===== config.mk =====
export PLATFORM = sky130hd
export DESIGN_NAME = game_flow_ctrl
export DESIGN_NICKNAME = d
export VERILOG_FILES = /design/src/rtl/game_pkg.sv /design/src/rtl/game_flow_ctrl_rise_edge.sv /design/src/rtl/game_flow_ctrl.sv
export SDC_FILE = /design/constraint.sdc
export NUM_CORES = 1
export LEC_CHECK = 0
export ABC_AREA = 1
export BUFFER_PORTS_ARGS = -buffer_cell sky130_fd_sc_hd__buf_2
export CORE_MARGIN = 4
export CORE_UTILIZATION = 40
export DETAILED_ROUTE_END_ITERATION = 16
export PLACE_DENSITY = 0.68
export RECOVER_POWER = 25
export SKIP_LAST_GASP = 1
export SLEW_MARGIN = 20
export SYNTH_ARGS = -nofsm -noshare
export SYNTH_HDL_FRONTEND = slang
export SYNTH_SLANG_ARGS = --single-unit

===== constraint.sdc =====
create_clock -name clk -period 2.6 [get_ports clk]
set_clock_uncertainty 0.1 [all_clocks]
set_input_delay 0 -clock clk [delete_from_list [all_inputs] [get_ports clk]]
set_output_delay 0 -clock clk [all_outputs]
set_load 0.005 [all_outputs]

===== src/rtl/game_pkg.sv =====
// Shared types and default timing constants for the song play-session sequencer.
package game_pkg;

    typedef enum logic [2:0] {
        IDLE      = 3'd0,
        COUNTDOWN = 3'd1,
        PLAYING   = 3'd2,
        PAUSED    = 3'd3,
        RESULT    = 3'd4
    } state_t;

    localparam int SONG_FRAMES_DEF      = 5680;
    localparam int COUNTDOWN_FRAMES_DEF = 180;
    localparam int RESULT_FRAMES_DEF    = 600;
    localparam int TIME_W               = 16;

endpackage


===== src/rtl/game_flow_ctrl_rise_edge.sv =====
// Rising-edge detector; RST_VAL picks the history value so a level held through reset can be masked.
module rise_edge #(
    parameter logic RST_VAL = 1'b0
) (
    input  logic clk,
    input  logic reset,
    input  logic in,
    output logic pulse
);

    logic prev_reg;

    always_ff @(posedge clk) begin
        if (!reset) prev_reg <= RST_VAL;
        else        prev_reg <= in;
    end

    assign pulse = in & ~prev_reg;

endmodule


===== src/rtl/game_flow_ctrl.sv =====
// Song play-session sequencer: countdown, playing, pause, result screen, with the play-time frame counter.
module game_flow_ctrl
    import game_pkg::*;
#(
    parameter int SONG_FRAMES      = SONG_FRAMES_DEF,
    parameter int COUNTDOWN_FRAMES = COUNTDOWN_FRAMES_DEF,
    parameter int RESULT_FRAMES    = RESULT_FRAMES_DEF
) (
    input  logic              clk,
    input  logic              reset,
    input  logic              new_frame,
    input  logic              start_key,
    input  logic              pause_key,
    input  logic              abort_key,
    output logic [2:0]        state_o,
    output logic [TIME_W-1:0] play_time,
    output logic [7:0]        cd_frames,
    output logic              audio_en,
    output logic              logic_en,
    output logic              frame_tick,
    output logic              score_clr,
    output logic              song_done
);

    localparam logic [TIME_W-1:0] SONG_END  = TIME_W'(SONG_FRAMES);
    localparam logic [TIME_W-1:0] SONG_LAST = TIME_W'(SONG_FRAMES - 1);
    localparam logic [TIME_W-1:0] RES_LAST  = TIME_W'(RESULT_FRAMES - 1);
    localparam logic [7:0]        CD_INIT   = 8'(COUNTDOWN_FRAMES);

    logic [3:0] raw;
    logic [3:0] edges;
    logic frame_edge, start_edge, pause_edge, abort_edge;

    assign raw = {abort_key, pause_key, start_key, new_frame};

    // Bit 0 is the frame strobe (history resets low); the keys reset high so held keys do not fire.
    generate
        for (genvar gi = 0; gi < 4; gi++) begin : g_edge
            rise_edge #(.RST_VAL((gi == 0) ? 1'b0 : 1'b1)) u_edge (
                .clk   (clk),
                .reset (reset),
                .in    (raw[gi]),
                .pulse (edges[gi])
            );
        end
    endgenerate

    assign frame_edge = edges[0];
    assign start_edge = edges[1];
    assign pause_edge = edges[2];
    assign abort_edge = edges[3];

    state_t            state_reg, state_next;
    logic [TIME_W-1:0] play_time_reg, play_time_next;
    logic [7:0]        cd_reg, cd_next;
    logic [TIME_W-1:0] res_reg, res_next;
    logic              tick_reg, tick_next;
    logic              clr_reg, clr_next;
    logic              done_reg, done_next;

    always_ff @(posedge clk) begin
        if (!reset) begin
            state_reg     <= IDLE;
            play_time_reg <= '0;
            cd_reg        <= '0;
            res_reg       <= '0;
            tick_reg      <= 1'b0;
            clr_reg       <= 1'b0;
            done_reg      <= 1'b0;
        end else begin
            state_reg     <= state_next;
            play_time_reg <= play_time_next;
            cd_reg        <= cd_next;
            res_reg       <= res_next;
            tick_reg      <= tick_next;
            clr_reg       <= clr_next;
            done_reg      <= done_next;
        end
    end

    // Events ignored in a state do not block lower-priority events that are acted on.
    always_comb begin
        state_next     = state_reg;
        play_time_next = play_time_reg;
        cd_next        = cd_reg;
        res_next       = res_reg;
        tick_next      = 1'b0;
        clr_next       = 1'b0;
        done_next      = 1'b0;
        case (state_reg)
            IDLE: begin
                if (start_edge) begin
                    state_next     = COUNTDOWN;
                    cd_next        = CD_INIT;
                    play_time_next = '0;
                    clr_next       = 1'b1;
                end
            end
            COUNTDOWN: begin
                if (abort_edge) begin
                    state_next = IDLE;
                    cd_next    = '0;
                end else if (frame_edge) begin
                    if (cd_reg <= 8'd1) begin
                        cd_next    = '0;
                        state_next = PLAYING;
                    end else begin
                        cd_next = cd_reg - 8'd1;
                    end
                end
            end
            PLAYING: begin
                if (abort_edge) begin
                    state_next     = IDLE;
                    play_time_next = '0;
                end else if (pause_edge) begin
                    state_next = PAUSED;
                end else if (frame_edge) begin
                    tick_next = 1'b1;
                    if (play_time_reg >= SONG_LAST) begin
                        play_time_next = SONG_END;
                        state_next     = RESULT;
                        done_next      = 1'b1;
                        res_next       = '0;
                    end else begin
                        play_time_next = play_time_reg + 1'b1;
                    end
                end
            end
            PAUSED: begin
                if (abort_edge) begin
                    state_next     = IDLE;
                    play_time_next = '0;
                end else if (pause_edge) begin
                    state_next = PLAYING;
                end
            end
            RESULT: begin
                if (abort_edge || start_edge) begin
                    state_next     = IDLE;
                    play_time_next = '0;
                end else if (frame_edge) begin
                    if (res_reg >= RES_LAST) begin
                        state_next     = IDLE;
                        play_time_next = '0;
                        res_next       = RES_LAST + 1'b1;
                    end else begin
                        res_next = res_reg + 1'b1;
                    end
                end
            end
            default: state_next = IDLE;
        endcase
    end

    assign state_o    = state_reg;
    assign play_time  = play_time_reg;
    assign cd_frames  = cd_reg;
    assign audio_en   = (state_reg == PLAYING);
    assign logic_en   = (state_reg == PLAYING);
    assign frame_tick = tick_reg;
    assign score_clr  = clr_reg;
    assign song_done  = done_reg;

endmodule


==> results.ini <==
[floorplan]
die_h_um=93.35
core_um2=6944
die_w_um=93.35
start_util_pct=41.96
pin_count=38
dieArea_um2=8714
rows=30

[worst_setup_path]
crit_required_ps=2700
endpoint_kind=flip-flop
setup.worst_path.class=flip-flop to flip-flop
worstPathArrival_ps=2210
path_max_fanout=17
critPathLaunchType=flip-flop
ff2ff_path_depth=12

[global_route]
grt_pass1_vias=2590
grt_max_degree=24
use_met1_pct=21.33
grtUsageMet2_pct=28.05
antenna_found_initial=0
busiest_layer=met2
grt_pass1_wl_um=11790
grt-ovfl-total=0
met3_usage_pct=2.655
gr-usage-all-layers_pct=16.32

[finish]
drive_above_1_share_pct=13.66
diodes=0
final_util_pct=47.15
syn_to_final_growth_pct=12.37
nNetsFinal=493
layoutNonFillerInstCount=579
fillerInstances=725
multi_input_area_um2=1583
register_area_um2=1001
design_area_um2=3274

[power_and_ir_drop]
peakVddDrop_mv=0.3235
p_sw_mw=1.197
total_power_mw=2.708
internal_power_mw=1.510
switching_share_pct=44.22
powerDensity_nw_per_um2=827.0
share_comb_of_total_power_pct=45.8
p_seq_share_pct=37.8
power_leakage_nw=1.534
p_clk_share_pct=16.4

[sta]
hold_viol_final=0
fin_crit_sh_pct=81.13
fmax_mhz=474.1
hold_ws_ps=40.29
finalCriticalPeriod_ps=2109
maxSlewViolCount=0
worst_slew_pin_slew_ps=414.6
rsz0062_at_grt=false
setup_viol_count_final=0
tns_ps=0
timing.slew.headroom_pct=72.19
setup_ws_ps=490.6

[synthesis]
syn_inst=442
yosysSeqAreaShare_pct=34.35
synth_seq_cells=50
avgSynthCellArea_um2=6.593
synth_nets=452
syn_area_um2=2914
yosys_warnings=0
synth.distinct_cells=38

[route]
drtPass1Iterations=7
routed_wl_um=6772
wire_per_inst_um=11.70
ant_nets=0
drc=0
num_vias=2802
vias_per_cell=4.839
dr.first_iter.drc_count=128

[clock_tree]
clockBufferDepth=2
cts_tree=yes
cts_sinks=50
insertion_delay_ps=310
cts_buffers=5
htreeDepth=2
clk_pin_slew_ps=90
cts-root-buf=clkbuf_8

[placed_design]
dp.cells=568
port_buffers=37
pre_cts_slack_ps=481.2
hpwl_um=5103
place_area_um2=3169
gp_congestion=0.8474

[status]
outcome=completed

[run]
cap_viol_max_count=0

[hold_path]
holdPathStages=3
hold_path_class=input port to flip-flop

==> Yosys cell counts (all sizes together) <==
library cell	n	share of area, %
nand2	112	16
inv	69	9.0
nor2	65	8.9
dfxtp	50	34
nand3	36	6.8
a21oi	23	4.3
nor3	20	4.2
nand4	17	3.6
o21ai	15	3.1
xor2	7	2.1
buf	5	1.7
or2	5	1.1
clkbuf	4	0.56
ha	4	1.7
xnor2	3	0.90
a221oi	1	0.30
a31oi	1	0.21
and3	1	0.21
clkinv	1	0.13
nor3b	1	0.26
nor4	1	0.21
or3	1	0.21
==> kinds of logic after synthesis <==
family	Yosys count	share of synthesized area, %
compound gates	40	7.944
xor+xnor	10	3.006
fa+ha+maj	4	1.718
buf+inv	79	11.33
flops	50	34.35
simple gates	259	41.65
==> layout by cell type (no fill, tap or decap), types with 4 or more instances in the layout <==
cell type,instances
dlygate4sd3_1,4
clkbuf_8,5
nor3_1,18
dfxtp_1,50
a21oi_1,20
nand3_1,34
ha_1,4
nand2_4,5
clkbuf_1,11
buf_2,28
nand4_1,17
or2_2,4
nor2_1,61
nand2_1,102
nand2_2,5
inv_1,65
o21ai_0,10
xor2_1,7
==> worst max-delay path, cell delays in order, from the launching register on <==
cell and delay, ps:
dfxtp_1 440, ha_1 250, nand2_1 80, nor2_2 140, nand3_1 90, nand2_1 70
nand2_1 70, nand2_2 100, inv_2 90, nand2_4 120, nand3_4 180, o21ai_0 200
nor2_1 60
==> power groups by stage <==
stage	logic, mW	registers [mW]	clock network, mW
CTS	1.26	1.02	0.453
global placement	1.23	1.04	0
floorplan	1.02	1.03	0
finish	1.24	1.02	0.444
global route	1.43	1.05	0.489
detailed placement	1.24	1.04	0
==> area by class of cell <==
class,count,share of cell area (%)
sequential,50,30.57
multi-input combinational,313,48.34
clock buffer,7,2.331
inverter,70,8.101
tap,96,3.668
timing repair buffer,43,6.993
==> metal layers <==
metal / vias up / share of wire [%]
li1: 1480 / -
met1: 1257 / 48
met2: 57 / 48
met3: 8 / 3.2
met4: 0 / 1.1
met5: - / 0
==> final timing paths <==
kind,from,end,slack [ps]
max,play_time[0],res_reg[1],490
min,reset,cd_frames[0],40
max reg2reg,play_time[0],res_reg[1],490
min reg2reg,res_reg[15],res_reg[15],350
==> timing repair <==
| item | 4_1_cts | 5_1_grt |
|---|---|---|
| buffers inserted | 0 | 0 |
| endpoints found under the setup margin | 0 | 0 |
| endpoints found under the hold margin | 4 | 0 |
| resized for setup | 0 | 0 |
| hold buffers | 4 | 0 |
(Power assumes the default switching activity.)
